==> src/rtl/io_pin_mux_pkg.sv <==
// Shared definitions for the io_pin_mux pad multiplexer: register map,
// select-field width helper and per-pad configuration record.
package io_pin_mux_pkg;

   // Word register indices on the reg_addr bus
   localparam logic [2:0] REG_SEL  = 3'd0;
   localparam logic [2:0] REG_OD   = 3'd1;
   localparam logic [2:0] REG_FILT = 3'd2;
   localparam logic [2:0] REG_IN   = 3'd3;
   localparam logic [2:0] REG_RISE = 3'd4;
   localparam logic [2:0] REG_FALL = 3'd5;

   // Width of one pad's function-select field; never narrower than one bit
   function automatic int sel_width(input int num_funcs);
      return (num_funcs > 1) ? $clog2(num_funcs) : 1;
   endfunction

   // Per-pad mode bits taken from the OD and FILT registers
   typedef struct packed {
      logic od;
      logic filt;
   } pad_cfg_t;

endpackage

==> src/rtl/io_pad_filter.sv <==
// One pad's input path: 2-FF synchroniser, optional glitch filter and
// edge detection on the resulting func_in bit.
// Optional feature macro: PINMUX_GLITCH_FILTER_EN (adds the filter counter).
module io_pad_filter #(
   parameter int   FILT_W  = 3,
   parameter logic RST_VAL = 1'b1
) (
   input  logic clk,
   input  logic rst,
   input  logic pad_in,
   input  logic filt_en,
   output logic func_in,
   output logic rise,
   output logic fall
);

   logic sync1;
   logic sync2;
   logic prev;

   // Two-flop synchroniser for the asynchronous pad input
   // NOTE: sequential state uses non-blocking assignments so every flop samples pre-edge values.
   always_ff @(posedge clk or posedge rst) begin
      if (rst) begin
         sync1 <= RST_VAL;
         sync2 <= RST_VAL;
      end else begin
         sync1 <= pad_in;
         sync2 <= sync1;
      end
   end

`ifdef PINMUX_GLITCH_FILTER_EN
   // Last count before the filtered value is allowed to follow the input
   localparam logic [FILT_W-1:0] CNT_LAST = FILT_W'((2 ** FILT_W) - 2);

   logic [FILT_W-1:0] cnt;
   logic              filt_val;

   // Saturating stability counter; filt_val tracks sync2 while disabled so enabling never glitches
   always_ff @(posedge clk or posedge rst) begin
      if (rst) begin
         cnt      <= '0;
         filt_val <= RST_VAL;
      end else if (!filt_en) begin
         cnt      <= '0;
         filt_val <= sync2;
      end else if (sync2 == filt_val) begin
         cnt <= '0;
      end else if (cnt == CNT_LAST) begin
         cnt      <= '0;
         filt_val <= sync2;
      end else begin
         cnt <= cnt + FILT_W'(1);
      end
   end

   assign func_in = filt_en ? filt_val : sync2;
`else
   logic unused_filt_en;
   assign unused_filt_en = filt_en;
   assign func_in        = sync2;
`endif

   // Previous func_in value for edge detection
   always_ff @(posedge clk or posedge rst) begin
      if (rst) prev <= RST_VAL;
      else     prev <= func_in;
   end

   assign rise = func_in & ~prev;
   assign fall = ~func_in & prev;

endmodule

==> src/rtl/io_pin_mux.sv <==
// Pad multiplexer between peripheral functions and chip pads: per-pad
// function select, open-drain mode, synchronised input with sticky edge
// flags and a small word-addressed register interface.
// Optional feature macro: PINMUX_GLITCH_FILTER_EN (per-pad glitch filter, FILT register).
module io_pin_mux
   import io_pin_mux_pkg::*;
#(
   parameter int                    NUM_PADS   = 8,
   parameter int                    NUM_FUNCS  = 4,
   parameter int                    FILT_W     = 3,
   parameter logic [NUM_PADS-1:0]   IN_RST_VAL = '1
) (
   input  logic                          clk,
   input  logic                          rst,
   input  logic                          reg_we,
   input  logic                          reg_re,
   input  logic [2:0]                    reg_addr,
   input  logic [31:0]                   reg_wdata,
   output logic [31:0]                   reg_rdata,
   output logic                          reg_ready,
   input  logic [NUM_FUNCS*NUM_PADS-1:0] func_out,
   input  logic [NUM_FUNCS*NUM_PADS-1:0] func_oe,
   output logic [NUM_PADS-1:0]           func_in,
   input  logic [NUM_PADS-1:0]           pad_in,
   output logic [NUM_PADS-1:0]           pad_out,
   output logic [NUM_PADS-1:0]           pad_oe
);

   localparam int SEL_W  = sel_width(NUM_FUNCS);
   localparam int SELV_W = NUM_PADS * SEL_W;

   logic [SELV_W-1:0]   sel_q;
   logic [NUM_PADS-1:0] od_q;
   logic [NUM_PADS-1:0] filt_q;
   logic [NUM_PADS-1:0] rise_q;
   logic [NUM_PADS-1:0] fall_q;
   logic [NUM_PADS-1:0] rise_evt;
   logic [NUM_PADS-1:0] fall_evt;
   logic [NUM_PADS-1:0] rise_clr;
   logic [NUM_PADS-1:0] fall_clr;
   logic [NUM_PADS-1:0] out_d;
   logic [NUM_PADS-1:0] oe_d;
   logic [31:0]         rd_val;
   pad_cfg_t            cfg [NUM_PADS];

   logic unused_wdata;
   assign unused_wdata = ^reg_wdata;

   assign rise_clr = (reg_we && reg_addr == REG_RISE) ? reg_wdata[NUM_PADS-1:0] : '0;
   assign fall_clr = (reg_we && reg_addr == REG_FALL) ? reg_wdata[NUM_PADS-1:0] : '0;

   for (genvar p = 0; p < NUM_PADS; p++) begin : g_pad
      logic [SEL_W-1:0] f;
      logic             fo;
      logic             foe;

      assign f = sel_q[p*SEL_W +: SEL_W];

      // Pick the selected function's output and enable; unimplemented selects give 0
      // NOTE: every always_comb output gets a default first so no latch is inferred.
      always_comb begin
         fo  = 1'b0;
         foe = 1'b0;
         for (int i = 0; i < NUM_FUNCS; i++) begin
            if (f == SEL_W'(i)) begin
               fo  = func_out[i*NUM_PADS + p];
               foe = func_oe[i*NUM_PADS + p];
            end
         end
      end

      assign cfg[p]   = '{od: od_q[p], filt: filt_q[p]};
      // Open drain only ever drives low; a high request releases the pad
      assign out_d[p] = cfg[p].od ? 1'b0 : fo;
      assign oe_d[p]  = cfg[p].od ? (foe & ~fo) : foe;

      io_pad_filter #(
         .FILT_W  (FILT_W),
         .RST_VAL (IN_RST_VAL[p])
      ) u_pad (
         .clk     (clk),
         .rst     (rst),
         .pad_in  (pad_in[p]),
         .filt_en (cfg[p].filt),
         .func_in (func_in[p]),
         .rise    (rise_evt[p]),
         .fall    (fall_evt[p])
      );
   end

   // Registered pad drive so a select change never passes through an unrelated function
   always_ff @(posedge clk or posedge rst) begin
      if (rst) begin
         pad_out <= '0;
         pad_oe  <= '0;
      end else begin
         pad_out <= out_d;
         pad_oe  <= oe_d;
      end
   end

   // Read mux; unused upper bits and unmapped registers read as zero
   always_comb begin
      rd_val = '0;
      case (reg_addr)
         REG_SEL:  rd_val[SELV_W-1:0]   = sel_q;
         REG_OD:   rd_val[NUM_PADS-1:0] = od_q;
         REG_FILT: rd_val[NUM_PADS-1:0] = filt_q;
         REG_IN:   rd_val[NUM_PADS-1:0] = func_in;
         REG_RISE: rd_val[NUM_PADS-1:0] = rise_q;
         REG_FALL: rd_val[NUM_PADS-1:0] = fall_q;
         default:  rd_val = '0;
      endcase
   end

   // Register file, access handshake and sticky edge flags (set wins over W1C)
   always_ff @(posedge clk or posedge rst) begin
      if (rst) begin
         sel_q     <= '0;
         od_q      <= '0;
         rise_q    <= '0;
         fall_q    <= '0;
         reg_ready <= 1'b0;
         reg_rdata <= '0;
      end else begin
         reg_ready <= reg_we | reg_re;
         if (reg_re) reg_rdata <= rd_val;
         if (reg_we && reg_addr == REG_SEL) sel_q <= reg_wdata[SELV_W-1:0];
         if (reg_we && reg_addr == REG_OD)  od_q  <= reg_wdata[NUM_PADS-1:0];
         rise_q <= (rise_q & ~rise_clr) | rise_evt;
         fall_q <= (fall_q & ~fall_clr) | fall_evt;
      end
   end

`ifdef PINMUX_GLITCH_FILTER_EN
   // Per-pad filter enable register
   always_ff @(posedge clk or posedge rst) begin
      if (rst)                                filt_q <= '0;
      else if (reg_we && reg_addr == REG_FILT) filt_q <= reg_wdata[NUM_PADS-1:0];
   end
`else
   assign filt_q = '0;
`endif

endmodule

==> config.mk <==
export PLATFORM = sky130hd
export DESIGN_NAME = io_pin_mux
export DESIGN_NICKNAME = d
export VERILOG_FILES = /design/src/rtl/io_pin_mux_pkg.sv /design/src/rtl/io_pad_filter.sv /design/src/rtl/io_pin_mux.sv
export SDC_FILE = /design/constraint.sdc
export NUM_CORES = 1
export LEC_CHECK = 0
export ABC_AREA = 1
export BUFFER_PORTS_ARGS = -buffer_cell sky130_fd_sc_hd__buf_2
export CAP_MARGIN = 25
export CORE_ASPECT_RATIO = 0.6
export CORE_MARGIN = 4
export CORE_UTILIZATION = 50
export CTS_CLUSTER_DIAMETER = 120
export DETAILED_ROUTE_END_ITERATION = 8
export PLACE_DENSITY = 0.78
export SYNTH_ARGS = -nofsm -noshare
export SYNTH_HDL_FRONTEND = slang
export SYNTH_SLANG_ARGS = --single-unit
==> constraint.sdc <==
create_clock -name clk -period 5.1 [get_ports clk]
set_clock_uncertainty 0.2 [all_clocks]
set_input_delay 1.02 -clock clk [delete_from_list [all_inputs] [get_ports clk]]
set_output_delay 1.02 -clock clk [all_outputs]
set_load 0.02 [all_outputs]
* Yosys cells after proc, flatten, opt, wreduce, memory -nomap -nowiden
Cells that the tools add are included.
** Cells by class
- Equality and inequality tests :: 28
- Multiplexer cells :: 84
- Bitwise operators :: 55
- Reductions and logical operators :: 13
** Operator list (number)
- $mux W1 :: 80
- $pmux W8 S5 :: 1
- $eq A2 B2 Y1 const B :: 16
- $and A1 B1 Y1 :: 24
- $mux W8 :: 3
- $not A1 Y1 :: 24
- $and A8 B8 Y8 :: 2
- $eq A2 B1 Y1 const B :: 8
- $logic_not A2 Y1 :: 8
- $not A8 Y8 :: 2
- $or A8 B8 Y8 :: 2
- $eq A3 B3 Y1 const B :: 2
- $logic_and A1 B1 Y1 :: 4
- $eq A3 B1 Y1 const B :: 1
- $eq A3 B2 Y1 const B :: 1
- $logic_not A3 Y1 :: 1
- $or A1 B1 Y1 :: 1
** Word-level totals
- Register bits :: 97
- Bits of input ports :: 111
- Output and inout port bits :: 57
- Logic and storage cells :: 212

* Depth between registers and ports, before layout
Gate-level depths: netlist (run 1).
- Depth after elaboration :: 8
- Gate-level depth with buffers :: 9
- Depth with buffers taken out :: 8

* Hierarchy
A second synthesis (run 1) with hierarchy kept.
** Second synthesis, totals
- Cells, all modules :: 535
- Area, all modules :: 4742.0 µm²
** By module, submodules not included
- io_pin_mux :: times used 1, cells each 471, area an instance 3961.3 µm², sequential area each 1826.8 µm²
- io_pad_filter :: times used 8, cells each 8, area an instance 97.6 µm², sequential area each 78.8 µm²

* Least setup slack after synthesis (run 1)
No wires, ideal clock.
- Kind :: input -> register
- From :: input port reg_addr[2]
- To :: register fall_q[7]
- Library setup time :: 125 ps
- Arrival :: 1726 ps
- Required time :: 4775 ps
- Setup slack :: 3049 ps
- Stages :: 6
- Path through :: buf_4 > inv_4 > nor2_2 > nand3_2 > o21ai_0 > o21ai_1
** Between the ends
- Cells in the longest elaborated chain, start to end :: 6
** RTL lines
- start, declared :: line io_pin_mux.sv:17 : input logic [2:0] reg_addr,
- $eq A3 B3 Y1 :: line io_pin_mux.sv:50 : assign fall_clr = (reg_we && reg_addr == REG_FALL) ? reg_wdata[NUM_PADS-1:0] : '0;
- $logic_and A1 B1 Y1 :: line io_pin_mux.sv:50
- $mux W8 :: line io_pin_mux.sv:50
- $not A8 Y8 :: line io_pin_mux.sv:131 : fall_q <= (fall_q & ~fall_clr) | fall_evt;
- $and A8 B8 Y8 :: line io_pin_mux.sv:131
- $or A8 B8 Y8 :: line io_pin_mux.sv:131
- end signal, assigned :: line io_pin_mux.sv:131
- end, declared :: line io_pin_mux.sv:36 : logic [NUM_PADS-1:0] fall_q;
No other way between the ends.
A chain may end at the register's enable or synchronous reset.

* Final worst setup path (run 1)
Same ends and word-level chain as after synthesis.

==> results.cfg, run 1 <==
[die]
dieArea_sq_um = 10800
initial_core_util_pct = 52.6
num_rows = 26
pin_count = 168
die_w_microns = 131
core_sq_um = 8690
die_h_microns = 82.0

[placement]
gp_congestion = 0.878
place_ws_ns = 2.44
port_buffers = 135
placed_area_sq_um = 5160
dp_hpwl_microns = 8580

[hold_path]
hp-class = reg2reg
hold_path_depth = 0

[critical_path]
path_depth = 6
reg2reg_from = sel_q[3]
crit_buf_inv = 2
slowest_stage = buf_2
required_ns = 5.12
worstPathArrival_ns = 2.36
ff2ff_path_depth = 5
critical_path.max_fanout = 19
crit_end = fall_q[7]
max_stage_delay_ns = 0.36
path_class = in2reg
end_kind = flop
path_cells = buf_2 > inv_4 > nor2_2 > nand3_2 > o21ai_0 > o21ai_1
reg2reg_to = pad_oe[1]
crit_family = buffers and inverters
startpoint = reg_addr[2]
crit_path_start_kind = input port
regToRegSetupSlack_ns = 3.72

[clock_network]
cts_tree = built
clock_sinks = 97
htreeDepth = 3
cts_made_buffers = 9
clkTransAtPathRegs_ns = 0.06
post_cts_buffers = 0
clock_latency_ns = 0.34
ctsResizeCount = 0
max-clock-path-buffers = 2
root_buffer = clkbuf_16
postCtsHoldBufs = 0

[yosys]
ys.warnings.count = 0
synth_top_area_share_pct = 40.0
yosysMostFrequentCell = nand2_1
async_flop_share_pct = 100
netlist_area_sq_um = 4570
synth_area_leaders = dfrtp_1, dfstp_2, nand2_1, nand3b_1, o21ai_0
syn_inst = 493
ys_types = 30
avgSynthCellArea_sq_um = 9.26
ys_seq_area_share_pct = 53.8
synth_edf_count = 0
synth-seq-cells = 97
yosys.area.top_type = dfrtp_1
synthTopCellsByCount = nand2_1, dfrtp_1, inv_1, o21ai_0, nand3_1
ys.flop_type = dfrtp_1

[routing]
avgViaCountPerCell = 5.37
routed_wirelength_microns = 11600
drt_pass1_iterations = 5
wl_per_cell_microns = 15.9
drc = 0
vias = 3938
drt_iter0_drc = 305
ant_nets = 0

[final_layout]
num-nets-final = 727
diodes = 0
final_area_sq_um = 5440
area_growth_pct = 19.2
nFillCells = 726
drive_gt1_share_pct = 32.5

[grt]
grt_max_degree = 57
grt_pass1_vias = 3801
antenna_found_initial = 0
grt_util_all_layers_pct = 22.4
grt-ovfl-total = 0
grt_pass1_wl_microns = 19100

[timing]
whs_ns = 0.154
slew-limit-headroom_pct = 46.8
fmax_ghz = 0.428
setup_ws_ns = 2.76
final.period_utilization_pct = 45.8
layout_min_cycle_time_ns = 2.34
rsz0062_at_grt = no
finalSetupTns_ns = 0
worstMarginPinSlew_ns = 0.797
final_hold_viol_count = 0
slew_viol_final = 0
setup_viol = 0

[job]
cap_violations = 0

[status]
outcome = finished clean

[pwr]
seqPwrFrac_pct = 47.4
pwr-share-clk_pct = 31.3
p_sw_uw = 636
p_per_area_nw_per_um2 = 375
switching_share_pct = 31.2
combPwrFrac_pct = 21.3
p_leak_uw = 0.00271
internal-power_uw = 1400
irDropWorstVdd_mv = 0.186
## worst min path at each step
stage                               from                     end  slack (ns)
floorplan           g_pad[0].u_pad.sync1  g_pad[0].u_pad.func_in        0.15
CTS                 g_pad[1].u_pad.sync1  g_pad[1].u_pad.func_in        0.16
global placement    g_pad[3].u_pad.sync1  g_pad[3].u_pad.func_in        0.15
finish              g_pad[1].u_pad.sync1  g_pad[1].u_pad.func_in        0.15
global route        g_pad[3].u_pad.sync1  g_pad[3].u_pad.func_in        0.16
detailed placement  g_pad[1].u_pad.sync1  g_pad[1].u_pad.func_in        0.15
## per-layer routing
layer / GRT usage (%) / wire, microns
met5: 0 / 0
met2: 36.4 / 5200
met4: 4.09 / 114
met3: 7.53 / 1100
met1: 30.2 / 5210
## worst reg2reg max path, delay by kind of cell (launching register included)
kind,cells,cell delay (ns)
flip-flops,1,0.46
buffers and inverters,1,0.15
AO/OA/AOI/OAI,2,0.35
AND/OR/NAND/NOR,2,0.14
## cells in the final DEF (no fill, tap or decap)
master,synthesis,layout
o21ai_2,8,8
o22ai_1,8,8
o31ai_1,8,8
inv_2,1,1
clkinvlp_4,0,1
nand2_1,97,97
or2_2,9,9
nor2_2,1,1
inv_1,43,42
nor2_1,21,21
conb_1,1,16
buf_4,25,1
clkbuf_1,1,2
o21ai_0,38,38
clkbuf_16,0,9
nor2_8,2,2
o21ai_1,9,9
nand3_4,2,2
nand3_1,35,35
nand4_1,20,20
nand2_4,1,1
clkinv_2,0,1
clkbuf_8,0,3
nor3_1,8,8
nand3b_1,26,26
inv_4,1,2
a21oi_1,16,16
buf_2,7,135
dfstp_2,24,24
dfrtp_1,73,73
nand3_2,2,2
## power by group through the flow
stage | sequential [uW] | clock [uW] | combinational (uW)
after global routing | 981 | 691 | 485
after CTS | 966 | 653 | 435
final | 967 | 639 | 434
after global placement | 970 | 0 | 419
after detailed placement | 979 | 0 | 433
after floorplan | 1020 | 0 | 242
## metrics by stage
step / util (%) / power, uW / std cells
2_1_floorplan: - / 1260 / 508
3_3_place_gp: 59.4 / 1390 / 717
3_5_place_dp: 59.4 / 1410 / 717
4_1_cts: 62.7 / 2050 / 733
5_1_grt: 62.7 / 2160 / 733
6_report: 62.7 / 2040 / 733
## cell families (layout without fill, tap and decap cells)
group | Yosys count | after routing | share of synthesized area [%]
other | 1 | 16 | 0.0821
AOI/OAI and AO/OA | 87 | 87 | 10.8
DFF | 97 | 97 | 53.8
buffers and inverters | 84 | 197 | 10.1
and+or+nand+nor | 224 | 224 | 25.1
## flip-flops by register name (all words and copies together), names as in the netlist
signal / cells
g_pad.u_pad.func_in: 8
pad_out: 8
reg_ready: 1
g_pad.u_pad.prev: 8
g_pad.u_pad.sync1: 8
fall_q: 8
pad_oe: 8
rise_q: 8
reg_rdata: 16
od_q: 8
sel_q: 16
## final cells by class
| type | instances | area (sq um) | share of cell area (%) |
|---|---|---|---|
| well taps | 112 | 140 | 2.57 |
| flip-flops and latches | 97 | 2460 | 45.1 |
| multi-input cells | 327 | 1700 | 31.3 |
| clock inverters | 2 | 12.5 | 0.230 |
| clock buffers | 14 | 274 | 5.03 |
| repair buffers | 136 | 683 | 12.5 |
| inverters | 45 | 174 | 3.19 |
(Power assumes the default switching activity.)
==> run 2, diff against run 1 <==
--- a/config.mk
+++ b/config.mk
@@ -10,10 +10,10 @@
 export CAP_MARGIN = 25
 export CORE_ASPECT_RATIO = 0.6
 export CORE_MARGIN = 4
-export CORE_UTILIZATION = 50
+export CORE_UTILIZATION = 45
 export CTS_CLUSTER_DIAMETER = 120
 export DETAILED_ROUTE_END_ITERATION = 8
-export PLACE_DENSITY = 0.78
+export PLACE_DENSITY = 0.74
 export SYNTH_ARGS = -nofsm -noshare
 export SYNTH_HDL_FRONTEND = slang
 export SYNTH_SLANG_ARGS = --single-unit
==> constraint.sdc (replaced) <==
create_clock -name clk -period 2.1 [get_ports clk]
set_clock_uncertainty 0.2 [all_clocks]
set_input_delay 0.42 -clock clk [delete_from_list [all_inputs] [get_ports clk]]
set_output_delay 0.42 -clock clk [all_outputs]
set_load 0.02 [all_outputs]
==> run 2 against run 1 <==
Global-route usage down 2.3 points. Clock power rose to 2.9 times the previous value. Non-clock buffer count grew 15. Sequential power grew 140%. Highest routed layer is now met5. Total power rose to 2.6 times the previous value. Sequential share of layout area fell by 2.0 points. Critical endpoint is now func_in[5]. Clock-buffer cell count down 3. First-iteration DRC count up 6.9%. Via count fell by 0.74%.
==> results.cfg, run 2 (same netlist as run 1, synthesis figures left out) <==
[status]
outcome = finished clean

[die]
dieArea_sq_um = 11900
pin_count = 168
core_sq_um = 9880
num_rows = 28
die_h_microns = 86.0
initial_core_util_pct = 46.2
die_w_microns = 138

[final_layout]
multiInputGateArea_sq_um = 1700
reg_top3 = reg_rdata: 16 flops, sel_q: 16 flops
final_cell_mix = buf_2, nand2_1, dfrtp_1
drive_gt1_share_pct = 32.9
seq_area_sq_um = 2460
nFillCells = 925
final_common_cell = buf_2
num-nets-final = 742
final_area_sq_um = 5690
area_growth_pct = 24.7
fin_util_pct = 57.6
diodes = 0

[clock_network]
cts_tree = built
htreeDepth = 3
max-clock-path-buffers = 2
cts_made_buffers = 9
clock_latency_ns = 0.34
clkTransAtPathRegs_ns = 0.06
post_cts_buffers = 0
clock_sinks = 97
ctsResizeCount = 0
root_buffer = clkbuf_16
postCtsHoldBufs = 9

[grt]
antenna_found_initial = 1
grt_pass1_vias = 3836
grt_max_degree = 50
grt_pass1_wl_microns = 19300
grt-ovfl-total = 0
grt_util_all_layers_pct = 20.1

[timing]
setup_viol = 0
setup_ws_ns = 0.386
fmax_ghz = 0.583
layout_min_cycle_time_ns = 1.71
finalSetupTns_ns = 0
rsz0062_at_grt = no
final.period_utilization_pct = 81.6
slew_viol_final = 0
final_hold_viol_count = 0

[routing]
avgViaCountPerCell = 5.07
drt_iter0_drc = 326
wl_per_cell_microns = 15.1
drt_pass1_iterations = 5
routed_wirelength_microns = 11700
vias = 3909
ant_nets = 0
drc = 0

[critical_path]
path_class = reg2out
regToRegSetupSlack_ns = 0.68
max_stage_delay_ns = 0.57
required_ns = 1.48
slowest_stage = dfstp_2
critical_path.max_fanout = 4
path_cells = buf_2
worstPathArrival_ns = 1.09
crit_buf_inv = 1
crit_family = flip-flops
end_kind = output port
crit_path_start_kind = flop

[pwr]
irDropWorstVdd_mv = 0.461
p_per_area_nw_per_um2 = 927
p_leak_uw = 0.00280

[job]
cap_violations = 0

[placement]
gp_congestion = 0.878
port_buffers = 135
placed_area_sq_um = 5260
dp_hpwl_microns = 8830
place_ws_ns = 0.248

[hold_path]
hp-class = in2reg
==> run 2: changes by cell type in the layout (fill, tap and decap cells not counted) <==
| cell | delta |
|---|---|
| inv_4 | -1 |
| buf_4 | +4 |
| bufinv_16 | +3 |
| clkbuf_8 | -2 |
| buf_12 | +2 |
| clkinvlp_4 | +1 |
| dlygate4sd3_1 | +9 |
| clkbuf_1 | -1 |
==> run 2: path summary, 6_finish.rpt <==
kind	cells after the start	startpoint	end
setup reg to reg	5	sel_q[10]	pad_oe[5]
hold reg to reg	0	g_pad[1].u_pad.sync1	g_pad[1].u_pad.func_in
setup / recovery	1	g_pad[5].u_pad.func_in	func_in[5]
max in group asynchronous	4	rst	g_pad[6].u_pad.prev
hold / removal	3	reg_wdata[11]	sel_q[11]
min in group asynchronous	3	rst	rise_q[5]
==> run 2: per-layer routing <==
layer,global-route usage (%),vias to the layer above,routed length (microns)
li1,-,1896,-
met1,28.3,1832,5390
met2,30.5,169,5140
met3,7.02,10,1040
met4,3.86,2,87
met5,0,-,11
==> run 2: area by class of cell <==
class                   instances  area share [%]
multi-input cells             327            29.9
well taps                     135            2.97
repair buffers                151            14.8
clock buffers                  11            4.26
flip-flops and latches         97            43.2
clock inverters                 5            1.80
inverters                      45            3.08
==> run 2: power breakdown <==
part / switching (uW) / internal [uW] / total (uW) / leakage, uW
clock: 661 / 1190 / 1850 / 0.000166
sequential: 198 / 2140 / 2340 / 0.00110
combinational: 686 / 398 / 1080 / 0.00154
==> run 2: per-stage QoR <==
| step | hold slack (ns) | cells | power [uW] |
|---|---|---|---|
| finish | 0.125 | 771 | 5280 |
| global route | 0.115 | 771 | 5570 |
| detailed placement | 0.147 | 746 | 3440 |
| CTS | 0.119 | 771 | 5330 |
| floorplan | 0.145 | 508 | 3060 |
| global placement | 0.146 | 746 | 3390 |
==> run 2: tightest hold or removal path, stage by stage <==
cell     delay [ns]
buf_2          0.07
nor2_1         0.03
a21oi_1        0.10
==> run 3, diff against run 2 <==
==> constraint.sdc (replaced) <==
create_clock -name clk -period 1.39 [get_ports clk]
set_clock_uncertainty 0.2 [all_clocks]
set_input_delay 0.278 -clock clk [delete_from_list [all_inputs] [get_ports clk]]
set_output_delay 0.278 -clock clk [all_outputs]
set_load 0.02 [all_outputs]
==> run 3 against run 2 <==
The run now ends with setup timing left. Clock power is 42% higher. Non-clock buffer count grew 44. Global-route usage is 1.0 points higher. Cell area rose by 9.5%. Register-to-register slack worse by 0.61 ns. Via count increased by 5.6%. Die area did not move. Hold slack got worse by 0.11 ns. Critical endpoint is now func_in[3]. Largest cell class unchanged.
==> results.cfg, run 3 (same netlist as run 1, synthesis figures left out) <==
[status]
outcome = finished with violations
violations = setup timing

[critical_path]
critical_path.max_fanout = 2
required_ns = 0.91
max_stage_delay_ns = 0.56
path_depth = 1
crit_family = flip-flops
end_kind = output port
ff2ff_path_depth = 4
crit_path_start_kind = flop
worstPathArrival_ns = 1.01
path_class = reg2out
crit_buf_inv = 1
path_cells = buf_6
slowest_stage = dfstp_2

[clock_network]
max-clock-path-buffers = 2
cts_made_buffers = 9
clock_latency_ns = 0.34
root_buffer = clkbuf_16
clock_sinks = 97
cts_tree = built
htreeDepth = 3
clkTransAtPathRegs_ns = 0.07

[grt]
grt_pass1_vias = 4053
grt_max_degree = 37
grt_pass1_wl_microns = 20300
grt_util_all_layers_pct = 21.1
antenna_found_initial = 1
grt-ovfl-total = 0

[die]
die_w_microns = 138
core_sq_um = 9880
die_h_microns = 86.0
num_rows = 28
initial_core_util_pct = 46.2
pin_count = 168
dieArea_sq_um = 11900

[routing]
drt_pass1_iterations = 5
drt_iter0_drc = 246
wl_per_cell_microns = 15.1
routed_wirelength_microns = 12300
drc = 0
avgViaCountPerCell = 5.07
vias = 4129
ant_nets = 0

[pwr]
p_sw_uw = 2500
switching_share_pct = 31.1
pwr-share-clk_pct = 32.6
irDropWorstVdd_mv = 0.940
seqPwrFrac_pct = 44.2
internal-power_uw = 5550
p_per_area_nw_per_um2 = 1290
p_leak_uw = 0.00306
combPwrFrac_pct = 23.3

[final_layout]
nFillCells = 849
final_common_cell = buf_2
num-nets-final = 786
drive_gt1_share_pct = 38.7
final_cell_mix = buf_2, nand2_1, dfrtp_1
final_area_sq_um = 6230
reg_top3 = reg_rdata: 16 flops, sel_q: 16 flops
area_growth_pct = 36.5
diodes = 0

[timing]
rsz0062_at_grt = yes
final_hold_viol_count = 0
final.period_utilization_pct = 107
whs_ns = 0.0185
fmax_ghz = 0.670
setup_ws_ns = -0.103
setup_viol = 8
layout_min_cycle_time_ns = 1.49
slew_viol_final = 0

[hold_path]
hold_path_depth = 3
hp-class = in2reg

[job]
cap_violations = 0

[placement]
dp_hpwl_microns = 9440
port_buffers = 135
gp_congestion = 0.891
placed_area_sq_um = 5510
run 3: timing repair:
item,CTS,global route
hold buffers,13,0
hold endpoints to repair,60,0
buffers inserted,8,9
endpoints found under the setup margin,9,36
resized for setup,17,47
pin swaps,0,2
run 3: power by group through the flow:
stage / sequential, uW / clock, uW / combinational (uW)
after floorplan: 3740 / 0 / 889
after detailed placement: 3580 / 0 / 1700
final: 3550 / 2620 / 1870
after global placement: 3560 / 0 / 1650
after CTS: 3520 / 2700 / 1780
after global routing: 3610 / 2820 / 2080
run 3: per-stage QoR:
| stage | setup TNS (ns) | utilization, % | worst slack [ns] | power (uW) | instances |
|---|---|---|---|---|---|
| final | -0.709 | 63.1 | -0.103 | 8050 | 815 |
| after global routing | -1.07 | 63.1 | -0.145 | 8500 | 815 |
| after CTS | -0.818 | 61.4 | -0.111 | 8000 | 806 |
| after detailed placement | -3.76 | 55.7 | -0.227 | 5280 | 769 |
| after global placement | -3.14 | 55.7 | -0.177 | 5210 | 769 |
| after floorplan | -15.77 | - | -0.216 | 4620 | 508 |
run 3: layout make-up:
cell class | count | area [sq um] | share of cell area [%]
Clock buffer | 10 | 250 | 4.02
Timing Repair Buffer | 195 | 1390 | 22.3
Multi-Input combinational cell | 327 | 1720 | 27.5
Inverter | 45 | 175 | 2.81
Tap cell | 135 | 169 | 2.71
Clock inverter | 6 | 68.8 | 1.10
Sequential cell | 97 | 2460 | 39.6
run 3: worst paths after layout:
check / start / endpoint / slack (ns)
setup / recovery: g_pad[3].u_pad.func_in / func_in[3] / -0.10
hold / removal: reg_wdata[9] / sel_q[9] / 0.02
setup reg to reg: sel_q[4] / pad_oe[2] / 0.07
hold reg to reg: g_pad[4].u_pad.sync1 / g_pad[4].u_pad.func_in / 0.16
max in group asynchronous: rst / sel_q[2] / 0.25
min in group asynchronous: rst / g_pad[5].u_pad.sync1 / 0.40
run 3: metal layers:
| metal | routed length [microns] | vias to the layer above | share of wire [%] | global-route usage (%) |
|---|---|---|---|---|
| li1 | - | 1989 | - | - |
| met1 | 5830 | 1944 | 47 | 30.8 |
| met2 | 5290 | 173 | 43 | 31.0 |
| met3 | 1110 | 21 | 9.0 | 6.80 |
| met4 | 94 | 2 | 0.76 | 4.39 |
| met5 | 7 | - | 0.057 | 0 |
